--- src/rtl/bus_bridge.sv ---
// Bridges a fetch port and a load/store port onto one ready/valid beat bus.
// Memory port has fixed priority; a single transaction is in flight at a time.
module bus_bridge (
    input  logic        clock,
    input  logic        reset,
    input  logic        if_req_valid,
    input  logic [63:0] if_addr,
    output logic        if_resp_valid,
    output logic [31:0] if_inst,
    input  logic        mem_req_valid,
    input  logic        mem_req_wen,
    input  logic [63:0] mem_addr,
    input  logic [63:0] mem_wdata,
    input  logic [7:0]  mem_wstrb,
    output logic        mem_resp_valid,
    output logic [63:0] mem_rdata,
    output logic        bus_req_valid,
    input  logic        bus_req_ready,
    output logic [63:0] bus_req_addr,
    output logic        bus_req_wen,
    output logic [63:0] bus_req_wdata,
    output logic [7:0]  bus_req_wstrb,
    input  logic        bus_resp_valid,
    output logic        bus_resp_ready,
    input  logic [63:0] bus_resp_rdata
);

    typedef enum logic [1:0] {IDLE, REQ, WAIT, DONE} state_e;

    state_e      state_q, state_d;
    logic        port_mem_q, port_mem_d;
    logic        word_hi_q, word_hi_d;
    logic        wen_q, wen_d;
    logic [63:0] addr_q, addr_d;
    logic [63:0] wdata_q, wdata_d;
    logic [7:0]  wstrb_q, wstrb_d;
    logic [31:0] if_inst_q, if_inst_d;
    logic [63:0] mem_rdata_q, mem_rdata_d;

    always_ff @(posedge clock) begin
        if (reset) begin
            state_q     <= IDLE;
            port_mem_q  <= 1'b0;
            word_hi_q   <= 1'b0;
            wen_q       <= 1'b0;
            addr_q      <= '0;
            wdata_q     <= '0;
            wstrb_q     <= '0;
            if_inst_q   <= '0;
            mem_rdata_q <= '0;
        end else begin
            state_q     <= state_d;
            port_mem_q  <= port_mem_d;
            word_hi_q   <= word_hi_d;
            wen_q       <= wen_d;
            addr_q      <= addr_d;
            wdata_q     <= wdata_d;
            wstrb_q     <= wstrb_d;
            if_inst_q   <= if_inst_d;
            mem_rdata_q <= mem_rdata_d;
        end
    end

    always_comb begin
        state_d        = state_q;
        port_mem_d     = port_mem_q;
        word_hi_d      = word_hi_q;
        wen_d          = wen_q;
        addr_d         = addr_q;
        wdata_d        = wdata_q;
        wstrb_d        = wstrb_q;
        if_inst_d      = if_inst_q;
        mem_rdata_d    = mem_rdata_q;
        bus_req_valid  = 1'b0;
        bus_resp_ready = 1'b0;
        if_resp_valid  = 1'b0;
        mem_resp_valid = 1'b0;

        case (state_q)
            IDLE: begin
                if (mem_req_valid) begin
                    state_d    = REQ;
                    port_mem_d = 1'b1;
                    addr_d     = mem_addr & ~64'h7;
                    word_hi_d  = mem_addr[2];
                    wen_d      = mem_req_wen;
                    wdata_d    = mem_wdata;
                    wstrb_d    = mem_req_wen ? mem_wstrb : 8'h00;
                end else if (if_req_valid) begin
                    state_d    = REQ;
                    port_mem_d = 1'b0;
                    addr_d     = if_addr & ~64'h7;
                    word_hi_d  = if_addr[2];
                    wen_d      = 1'b0;
                    wdata_d    = '0;
                    wstrb_d    = 8'h00;
                end
            end
            REQ: begin
                bus_req_valid = 1'b1;
                if (bus_req_ready) state_d = WAIT;
            end
            WAIT: begin
                bus_resp_ready = 1'b1;
                if (bus_resp_valid) begin
                    state_d = DONE;
                    // Write responses only complete the transaction; their data is dropped.
                    if (!port_mem_q)
                        if_inst_d = word_hi_q ? bus_resp_rdata[63:32] : bus_resp_rdata[31:0];
                    else if (!wen_q)
                        mem_rdata_d = bus_resp_rdata;
                end
            end
            DONE: begin
                if_resp_valid  = !port_mem_q;
                mem_resp_valid = port_mem_q;
                state_d        = IDLE;
            end
            default: state_d = IDLE;
        endcase
    end

    assign bus_req_addr  = addr_q;
    assign bus_req_wen   = wen_q;
    assign bus_req_wdata = wdata_q;
    assign bus_req_wstrb = wstrb_q;
    assign if_inst       = if_inst_q;
    assign mem_rdata     = mem_rdata_q;

endmodule

--- config.mk ---
export PLATFORM = sky130hd
export DESIGN_NAME = bus_bridge
export DESIGN_NICKNAME = d
export VERILOG_FILES = /design/src/rtl/bus_bridge.sv
export SDC_FILE = /design/constraint.sdc
export NUM_CORES = 1
export LEC_CHECK = 0
export BUFFER_PORTS_ARGS = -buffer_cell sky130_fd_sc_hd__buf_2
export CAP_MARGIN = 20
export CORE_ASPECT_RATIO = 1.5
export CORE_MARGIN = 3
export CORE_UTILIZATION = 25
export DETAILED_ROUTE_END_ITERATION = 10
export SYNTH_ARGS = -nofsm -noshare
export SYNTH_HDL_FRONTEND = slang
export SYNTH_SLANG_ARGS = --single-unit
--- constraint.sdc ---
create_clock -name clock -period 1.75 [get_ports clock]
set_input_delay 0.525 -clock clock [delete_from_list [all_inputs] [get_ports clock]]
set_output_delay 0.525 -clock clock [all_outputs]
set_load 0.02 [all_outputs]
Word-level counts from Yosys, hierarchy flattened
Index checks and enable logic that the tools add are counted.
{"block": "word_totals", "inputBits": 271, "ff_bits": 237}
{"block": "classes", "n_reduce_logical": 7, "bitwise": 2, "muxes": 22, "eq_ne": 6}
{"op": "$mux 64", "n": 4}
{"op": "$mux 32", "n": 1}
{"op": "$mux 8", "n": 3}
{"op": "$mux 1", "n": 9}
{"op": "$mux 2", "n": 4}
{"op": "$pmux 2 s4", "n": 1}
{"op": "$reduce_and 3->1", "n": 2}
{"op": "$eq 2x2->1 const B", "n": 2}
{"op": "$ne 2x2->1 const B", "n": 2}
{"op": "$reduce_and 4->1", "n": 1}
{"op": "$ne 3x3->1 const B", "n": 1}
{"op": "$eq 2x1->1 const B", "n": 1}
{"op": "$logic_not 2->1", "n": 1}
{"op": "$not 1->1", "n": 2}
{"op": "$reduce_and 2->1", "n": 1}
{"op": "$reduce_bool 2->1", "n": 1}
{"op": "$logic_not 1->1", "n": 1}

Depth between registers and ports, before layout
Gate-level depths: netlist of the first run.
{"block": "depth", "depth_word": 3, "depth_mapped": 7, "ltp_nobuf": 5}

Worst setup path after synthesis of the first run
No wires, ideal clock.
{"block": "synth_path", "path_type": "register to register", "from": "register state_q[0]", "to": "register if_inst_q[13], in the netlist if_inst[13]", "synth_period_minus_slack_ps": 1532, "required_time_ps": 1604, "arrival_time_ps": 1386, "n_path_buf": 2, "path_stages_with_launch": 8, "path_slack_ps": 218, "path_cell_list": "dfxtp_1 inv_1 ha_1 and3b_1 buf_4 buf_4 nor2_1 a211oi_2"}
{"block": "synth_between", "elab_chain_cells": 2}
{"element": "start: declaration", "line_no": "30", "text": "state_e state_q, state_d;"}
{"element": "start signal: assignment", "line_no": "52", "text": "state_q <= state_d;"}
{"element": "$eq 2x2->1", "line_no": "79", "text": "case (state_q)"}
{"element": "$reduce_and 3->1 (no source line)"}
{"element": "end signal: assignment", "line_no": "59", "text": "if_inst_q <= if_inst_d;"}
{"element": "end: declaration", "line_no": "37", "text": "logic [31:0] if_inst_q, if_inst_d;"}
Every way passes these cells.
A chain may end at the register's enable or synchronous reset.

Worst setup path in the final report of the first run
{"block": "layout_path", "from": "register state_q[1]", "to": "output if_resp_valid"}
{"block": "layout_between", "elab_chain_cells": 2}
{"element": "$eq 2x2->1", "line_no": "79"}
{"element": "$mux 1", "line_no": "79"}
{"element": "end: declaration", "line_no": "8", "text": "output logic if_resp_valid,"}
Every way passes these cells.

==> flow_summary.yaml, run 1 <==
synth:
  synthTopCellsByCount: "dfxtp_1 (234), nor2_1 (169), nand2_1 (128)"
  yosys_warnings: 0
  synth_top_area_frac: 0.4931
  yosysSeqAreaShare: 0.4931
  synth-edff-count: 0
  syn_inst: 973
  synth_area_sq_um: 9500
  synth_cell_types: 26
  avgSynthCellArea_sq_um: 9.764
  ys_ff_latch: 234
  synth_async_sr_flop_share: 0
  synth.area.top_cells: "dfxtp_1 (49%), a211oi_2 (12%), mux2i_1 (10%)"
  yosysMostFrequentCell: "dfxtp_1"
  synthFlopType: "dfxtp_1"
  yosysTopAreaCell: "dfxtp_1"
die:
  start_util: 0.2559
  die_height_microns: 244.8
  dieArea_sq_um: 40420
  io_pins: 508
  die_x_microns: 165.2
  rows: 86
  coreArea_sq_um: 37120
layout:
  stdcell_area_sq_um: 13480
  ff_latch_area_sq_um: 4693
  multiInputGateArea_sq_um: 4329
  nNetsFinal: 1726
  fin_util: 0.3630
  area_growth_pct: 41.85
  fill_cells: 3818
  layout-drive-gt1-share: 0.4666
timing:
  setup_ws_ns: -0.1174
  slew_violations: 0
  max_freq_mhz: 535.5
  setup_violations: 4
  period_needed_ns: 1.867
  finalHoldViolations: 0
  skew_ns: 0.01564
  grt_setup_unrepaired: "true"
  fin_crit_sh: 1.067
  hold_slack_ns: 0.2342
clock_network:
  cts_sinks: 234
  cts_hold_buf: 0
  root_buffer: "clkbuf_16"
  cts_buffers: 23
  clk_pin_slew_ns: 0.06
  clockBufferDepth: 3
  htree_levels: 1
  cts_tree: "yes"
  insertion_delay_ns: 0.53
setup_path:
  cp_max_fo: 4
  arrival_ns: 1.34
  cp-start-kind: "register"
  end_kind: "output pin"
  critPathKind: "reg -> out"
  required_ns: 1.22
  reg2reg_depth: 6
grt:
  grt_overflow: 0
  grt_antenna_before_repair: 3
  grt_pass1_wl_microns: 47580
  track_usage: 0.1461
  grt_max_degree: 66
  grt_pass1_vias: 8891
pwr:
  power_density_nw_per_um2: 1447
  power.net_switching_w: 0.007258
  power.internal_w: 0.01225
  netSwitchingFraction: 0.3721
  p_seq_frac: 0.353
  ir_worst_vdd_mv: 0.8522
  p_total_w: 0.01951
  p_leak_nw: 6.144
  clkPwrFrac: 0.269
  comb_power_share: 0.377
route:
  drtIter0Drc: 358
  drt-wirelength-per-cell_microns: 16.18
  avgViaCountPerCell: 4.501
  firstDrtPassIters: 5
  drc: 0
  drtAntennaViolNets: 0
  routed_wl_microns: 31630
  vias: 8799
place:
  place_area_sq_um: 12590
  dp_hpwl_microns: 23950
  numPortBuffers: 500
  place.gp.congestion: 0.8556
outcome:
  violations: "setup timing"
  status: "finished, violations left"
flow_run:
  max_cap_violations: 0
hold_path:
  hold_path_class: "in -> reg"
  hold_path_depth: 3
==> per-layer routing <==
metal	GRT usage	up-vias	wire, microns
met5	0	-	0
met4	0.05653	0	950
met3	0.03478	56	2544
met2	0.2632	346	16130
met1	0.1635	4068	12010
li1	-	4329	-
==> registers in the layout, summed over array words and instances (netlist names) <==
register,count
if_inst,32
bus_req_wdata,64
word_hi_q,1
bus_req_wstrb,8
port_mem_q,1
state_q,2
bus_req_wen,1
bus_req_addr,61
mem_rdata,64
==> worst paths after layout <==
kind | slack [ns] | to | from
worst max-delay path | -0.12 | if_resp_valid | state_q[1]$_SDFFE_PP0P_
worst max register to register | 0.15 | bus_req_addr[45]$_SDFFE_PP0P_ | state_q[0]$_SDFFE_PP0P_
worst min register to register | 0.45 | mem_rdata[32]$_SDFFE_PP0P_ | mem_rdata[32]$_SDFFE_PP0P_
worst min-delay path | 0.23 | bus_req_wstrb[0]$_SDFFE_PP0P_ | mem_wstrb[0]
==> cell families after synthesis <==
group	count (synthesis)	synth area share
and+or+nand+nor	308	0.1255
AOI/OAI and AO/OA	237	0.2170
DFF	234	0.4931
muxes	95	0.1001
buffers and inverters	94	0.05861
adders and majority gates	4	0.005268
other	1	0.0003947
==> cell usage in the layout (no fill, tap or decap), types with 2 or more instances in the layout <==
master	Yosys	routed
nor2_1	169	169
nand2_1	128	128
buf_6	9	4
clkbuf_8	0	5
a22oi_1	72	72
clkinvlp_4	0	2
clkinv_2	0	5
a211oi_1	4	4
nand2b_1	4	4
dfxtp_4	0	2
clkbuf_16	0	23
conb_1	1	3
buf_2	34	494
a21oi_1	67	67
mux2i_1	95	95
dfxtp_1	234	231
ha_2	0	2
bufinv_16	0	3
ha_4	0	2
inv_1	3	3
buf_4	25	29
clkbuf_1	18	2
diode_2	0	3
inv_6	0	2
buf_12	0	14
a211oi_2	90	90
==> power by group through the flow <==
| stage | sequential [W] | clock, W | combinational, W |
|---|---|---|---|
| 3_5_place_dp | 0.00696 | 0 | 0.00735 |
| 6_report | 0.00689 | 0.00525 | 0.00736 |
| 2_1_floorplan | 0.00808 | 0 | 0.00391 |
| 4_1_cts | 0.00690 | 0.00542 | 0.00739 |
| 3_3_place_gp | 0.00694 | 0 | 0.00720 |
| 5_1_grt | 0.00702 | 0.00562 | 0.00800 |
==> area by class of cell <==
| class | count | area share |
|---|---|---|
| multi-input cells | 647 | 0.3212 |
| repair buffers | 542 | 0.2249 |
| clock buffers | 30 | 0.04837 |
| flip-flops and latches | 234 | 0.3482 |
| diodes | 3 | 0.0005571 |
| inverters | 3 | 0.0008356 |
| well taps | 484 | 0.04494 |
| clock inverters | 12 | 0.01096 |
==> per-stage QoR <==
step | cells | setup slack [ns] | TNS, ns
finish | 1955 | -0.1174 | -0.3832
detailed placement | 1909 | 0.03478 | 0
CTS | 1951 | -0.1715 | -0.5870
global route | 1955 | -0.1723 | -0.6296
global placement | 1909 | 0.09603 | 0
floorplan | 975 | 0.2178 | 0
==> worst max-delay path: stages (launching register included) <==
cell	delay, ns
dfxtp_4	0.37
ha_4	0.13
nor2b_4	0.18
buf_6	0.14
==> what timing repair did <==
action | in CTS | in global routing
pin swaps | 0 | 0
setup buffers | 0 | 1
resized for setup | 17 | 4
setup endpoints to repair | 4 | 26
Power figures use the tool's default switching activity.
==> run 2, diff against run 1 <==
==> constraint.sdc (replaced) <==
create_clock -name clock -period 1.8 [get_ports clock]
set_input_delay 0.54 -clock clock [delete_from_list [all_inputs] [get_ports clock]]
set_output_delay 0.54 -clock clock [all_outputs]
set_load 0.02 [all_outputs]
==> run 2 against run 1 <==
Clock skew grew 0.0025 ns. Global-route usage shrank 0.083 points. Routed wire length is essentially flat. Critical endpoint unchanged. Power shrank 1.5%. Critical path depth is the same. The flow still finishes with violations (setup timing). Design area grew 0.37%. First-iteration DRC count grew 5.0%. Clock power grew 4.0%.
==> flow_summary.yaml, run 2 (synthesis results as in run 1) <==
outcome:
  status: "finished, violations left"
  violations: "setup timing"
layout:
  layout_commonest_cell: "buf_2"
  nNetsFinal: 1727
  final_cell_mix: "buf_2 (494), dfxtp_1 (231), nor2_1 (169)"
  area_growth_pct: 42.38
  layout-drive-gt1-share: 0.4677
  fin_cells: 1956
setup_path:
  critPathKind: "reg -> out"
  cp-start-kind: "register"
  r2r_setup_slack_ns: 0.19
  arrival_ns: 1.34
  reg2reg_depth: 6
  timing.rr.start: "state_q[0]$_SDFFE_PP0P_"
  r2r-end: "bus_req_addr[17]$_SDFFE_PP0P_"
  cp-startpoint: "state_q[0]$_SDFFE_PP0P_"
  end_kind: "output pin"
  required_ns: 1.26
  endpoint: "if_resp_valid"
  cp_max_fo: 4
clock_network:
  insertion_delay_ns: 0.53
  clockBufferDepth: 3
  root_buffer: "clkbuf_16"
  cts_tree: "yes"
  post_cts_buffers: 0
  htree_levels: 1
  cts_sinks: 234
  cts_buffers: 24
  clk_pin_slew_ns: 0.07
  cts_hold_buf: 0
route:
  routed_wl_microns: 31600
  drtIter0Drc: 376
  firstDrtPassIters: 6
  vias: 8799
  drtAntennaViolNets: 0
  avgViaCountPerCell: 4.498
  drt-wirelength-per-cell_microns: 16.16
  drc: 0
flow_run:
  max_cap_violations: 0
die:
  io_pins: 508
  coreArea_sq_um: 37120
  dieArea_sq_um: 40420
  die_height_microns: 244.8
  die_x_microns: 165.2
  start_util: 0.2559
  rows: 86
timing:
  setup_violations: 4
  grt_setup_unrepaired: "true"
  hold_slack_ns: 0.2562
  finalHoldViolations: 0
  max_freq_mhz: 530.9
  skew_ns: 0.01810
  fin_crit_sh: 1.046
  setup_ws_ns: -0.08361
  slew_violations: 0
  setup-tns-final_ns: -0.2481
  period_needed_ns: 1.884
grt:
  grt_overflow: 0
  grt_antenna_before_repair: 3
  grt_pass1_wl_microns: 47180
  grt_max_degree: 65
  grt_pass1_vias: 8975
  track_usage: 0.1452
hold_path:
  hold_path_class: "in -> reg"
  hp-start: "bus_resp_rdata[19]"
  hold_path_depth: 3
pwr:
  p_leak_nw: 6.178
  ir_worst_vdd_mv: 0.9307
  power_density_nw_per_um2: 1421
place:
  placedCellCount: 1910
  numPortBuffers: 500
  dp_hpwl_microns: 23940
  place.gp.congestion: 0.8530
  place_ws_ns: 0.05860
run 2: changes by cell type in the layout (fill, tap and decap cells not counted), sizes merged:
cell,before,now
clkbuf,30,29
clkinv,5,7
inv,5,3
bufinv,3,5
run 2: per-stage QoR:
| stage | cell area [sq um] | total power [W] | util |
|---|---|---|---|
| after detailed placement | 12580 | 0.01383 | 0.3390 |
| after floorplan | 9508 | 0.01166 | - |
| after CTS | 13510 | 0.01951 | 0.3640 |
| after global routing | 13530 | 0.02033 | 0.3644 |
| final | 13530 | 0.01922 | 0.3644 |
| after global placement | 12580 | 0.01367 | 0.3390 |
run 2: final cells by class:
cell class,count,area [sq um]
Tap cell,484,605.6
Fill cell,3844,23600
Antenna cell,3,7.507
Timing Repair Buffer,542,3010
Inverter,3,11.26
Sequential cell,234,4693
Clock inverter,14,203.9
Multi-Input combinational cell,647,4324
Clock buffer,29,670.6
run 2: what timing repair did:
action	CTS	global route
pin swaps	1	0
resized for setup	15	3
setup endpoints to repair	4	4
run 2: metal layers:
layer / up-vias / share of wire / global-route usage
li1: 4336 / - / -
met5: - / 0 / 0
met4: 0 / 0.030 / 0.05727
met3: 49 / 0.083 / 0.03883
met1: 4077 / 0.38 / 0.1584
met2: 337 / 0.51 / 0.2630
run 2: report_power, final:
part           switching, W  total, W  internal (W)
combinational       0.00442   0.00706       0.00264
sequential         0.000522   0.00669       0.00617
clock               0.00210   0.00546       0.00337
run 2: critical path, cell delays in order, from the launching register on:
cell	delay [ns]
dfxtp_4	0.38
ha_4	0.13
nor2b_4	0.17
buf_6	0.14
run 2: how the worst min path moves through the flow:
stage                                               end  slack (ns)
after floorplan                 state_q[1]$_SDFFE_PP0P_        0.48
after global placement       mem_rdata[23]$_SDFFE_PP0P_        0.44
after detailed placement     mem_rdata[52]$_SDFFE_PP0P_        0.44
after CTS                 bus_req_wstrb[0]$_SDFFE_PP0P_        0.22
after global routing         mem_rdata[17]$_SDFFE_PP0P_        0.23
final                        mem_rdata[19]$_SDFFE_PP0P_        0.26
==> run 3, diff against run 2 <==
--- a/config.mk
+++ b/config.mk
@@ -5,7 +5,7 @@
 export SDC_FILE = /design/constraint.sdc
 export NUM_CORES = 1
 export LEC_CHECK = 0
-export BUFFER_PORTS_ARGS = -buffer_cell sky130_fd_sc_hd__buf_2
+export BUFFER_PORTS_ARGS = -buffer_cell sky130_fd_sc_hd__clkbuf_2
 export CAP_MARGIN = 20
 export CORE_ASPECT_RATIO = 1.5
 export CORE_MARGIN = 3
==> constraint.sdc (replaced) <==
create_clock -name clock -period 2.1 [get_ports clock]
set_input_delay 0.63 -clock clock [delete_from_list [all_inputs] [get_ports clock]]
set_output_delay 0.63 -clock clock [all_outputs]
set_load 0.02 [all_outputs]
==> run 3 against run 2 <==
The run now ends clean. Via count increased by 0.14%. Design area decreased by 1.2%. Register-to-register slack improved by 0.02 ns. Cell count decreased by 0.46%. Die area unchanged. Critical endpoint unchanged.
==> flow_summary.yaml, run 3 (synthesis results as in run 1) <==
die:
  dieArea_sq_um: 40420
  io_pins: 508
  die_height_microns: 244.8
  die_x_microns: 165.2
  rows: 86
  coreArea_sq_um: 37120
  start_util: 0.2559
layout:
  fin_util: 0.3601
  layout-drive-gt1-share: 0.4590
  ff_latch_area_sq_um: 4691
  final_cell_mix: "clkbuf_2 (496), dfxtp_1 (231), nor2_1 (169)"
  nNetsFinal: 1720
  multiInputGateArea_sq_um: 4322
  area_growth_pct: 40.71
  layout_commonest_cell: "clkbuf_2"
  fill_cells: 3844
  stdcell_area_sq_um: 13370
route:
  highest_layer: "met4"
  drtIter0Drc: 414
  drc: 0
  firstDrtPassIters: 5
  avgViaCountPerCell: 4.525
  routed_wl_microns: 31380
  route.met2.wl_microns: 15970
  drtAntennaViolNets: 0
  wl_met1_microns: 11950
  vias: 8811
  drt-wirelength-per-cell_microns: 16.12
  wl_met3_microns: 2435
timing:
  setup_ws_ns: 0.07422
  max_freq_mhz: 493.6
  slew_violations: 0
  grt_setup_unrepaired: "false"
  fin_crit_sh: 0.9647
  skew_ns: 0.02395
  finalHoldViolations: 0
  setup-tns-final_ns: 0
  hold_slack_ns: 0.3264
  period_needed_ns: 2.026
  setup_violations: 0
setup_path:
  cpPeakStageDelay_ns: 0.38
  required_ns: 1.47
  cp_max_fo: 4
  cp-start-kind: "register"
  slowest_stage: "dfxtp_2"
  arrival_ns: 1.40
  path_cells: "ha_4 > nor2b_4 > clkbuf_8"
  critPathKind: "reg -> out"
  end_kind: "output pin"
clock_network:
  clockBufferDepth: 3
  cts_tree: "yes"
  cts_sinks: 234
  post_cts_buffers: 0
  clk_pin_slew_ns: 0.06
  htree_levels: 1
  cts_buffers: 24
  root_buffer: "clkbuf_16"
  cts_hold_buf: 0
  insertion_delay_ns: 0.54
grt:
  grt_overflow: 0
  grt_antenna_before_repair: 1
  grt_pass1_wl_microns: 47330
  track_usage: 0.1452
  grt_max_degree: 75
  grt_pass1_vias: 8842
pwr:
  p_leak_nw: 5.987
  ir_worst_vdd_mv: 0.7210
  power_density_nw_per_um2: 1212
place:
  place.gp.congestion: 0.8375
  place_ws_ns: 0.1868
  numPortBuffers: 500
  place_area_sq_um: 12510
  dp_hpwl_microns: 23680
flow_run:
  max_cap_violations: 0
hold_path:
  hold_path_class: "in -> reg"
outcome:
  status: "complete, no violations"
run 3: changes by cell type in the layout (fill, tap and decap cells not counted), sizes merged:
cell	delta
bufinv	-2
clkinvlp	-1
diode	-2
clkbuf	+505
clkinv	-4
buf	-505
run 3: path summary, 6_finish.rpt:
kind	from	slack (ns)	cells after the start	to
setup / recovery	state_q[0]$_SDFFE_PP0P_	0.07	3	if_resp_valid
hold / removal	bus_resp_rdata[49]	0.33	3	mem_rdata[49]$_SDFFE_PP0P_
hold reg to reg	mem_rdata[3]$_SDFFE_PP0P_	0.45	2	mem_rdata[3]$_SDFFE_PP0P_
setup reg to reg	state_q[0]$_SDFFE_PP0P_	0.21	6	bus_req_addr[32]$_SDFFE_PP0P_
run 3: critical path: cells and delay by family, from the launching register on:
family                     cells  cell delay, ns
DFF                            1            0.38
adders and majority gates      1            0.15
buffers and inverters          1            0.16
and+or+nand+nor                1            0.16
run 3: final cells by class:
class,instances,area share
antenna,1,0.0001872
multi-input combinational,647,0.3233
clock buffer,36,0.05129
tap,484,0.04530
clock inverter,7,0.009266
timing repair buffer,535,0.2189
inverter,3,0.0008424
sequential,234,0.3509
run 3: per-stage QoR:
stage | total power, W | instances
floorplan | 0.009994 | 975
global placement | 0.01175 | 1903
detailed placement | 0.01187 | 1903
CTS | 0.01640 | 1946
global route | 0.01717 | 1947
finish | 0.01620 | 1947
run 3: per-layer routing:
metal,vias to the layer above,GRT usage
met3,58,0.03427
met5,-,0
met2,360,0.2638
met1,4073,0.1609
met4,0,0.05628
li1,4320,-
run 3: power by group:
| part | internal (W) | leakage (nW) | switching [W] | total, W |
|---|---|---|---|---|
| registers | 0.00529 | 1.91 | 0.000513 | 0.00580 |
| logic | 0.00224 | 3.68 | 0.00374 | 0.00598 |
| clock network | 0.00263 | 0.391 | 0.00179 | 0.00442 |
| total | 0.0102 | 5.99 | 0.00605 | 0.0162 |
run 3: what timing repair did:
action	in CTS	in global routing
cloned	0	0
endpoints found under the setup margin	3	1
resized for setup	9	4
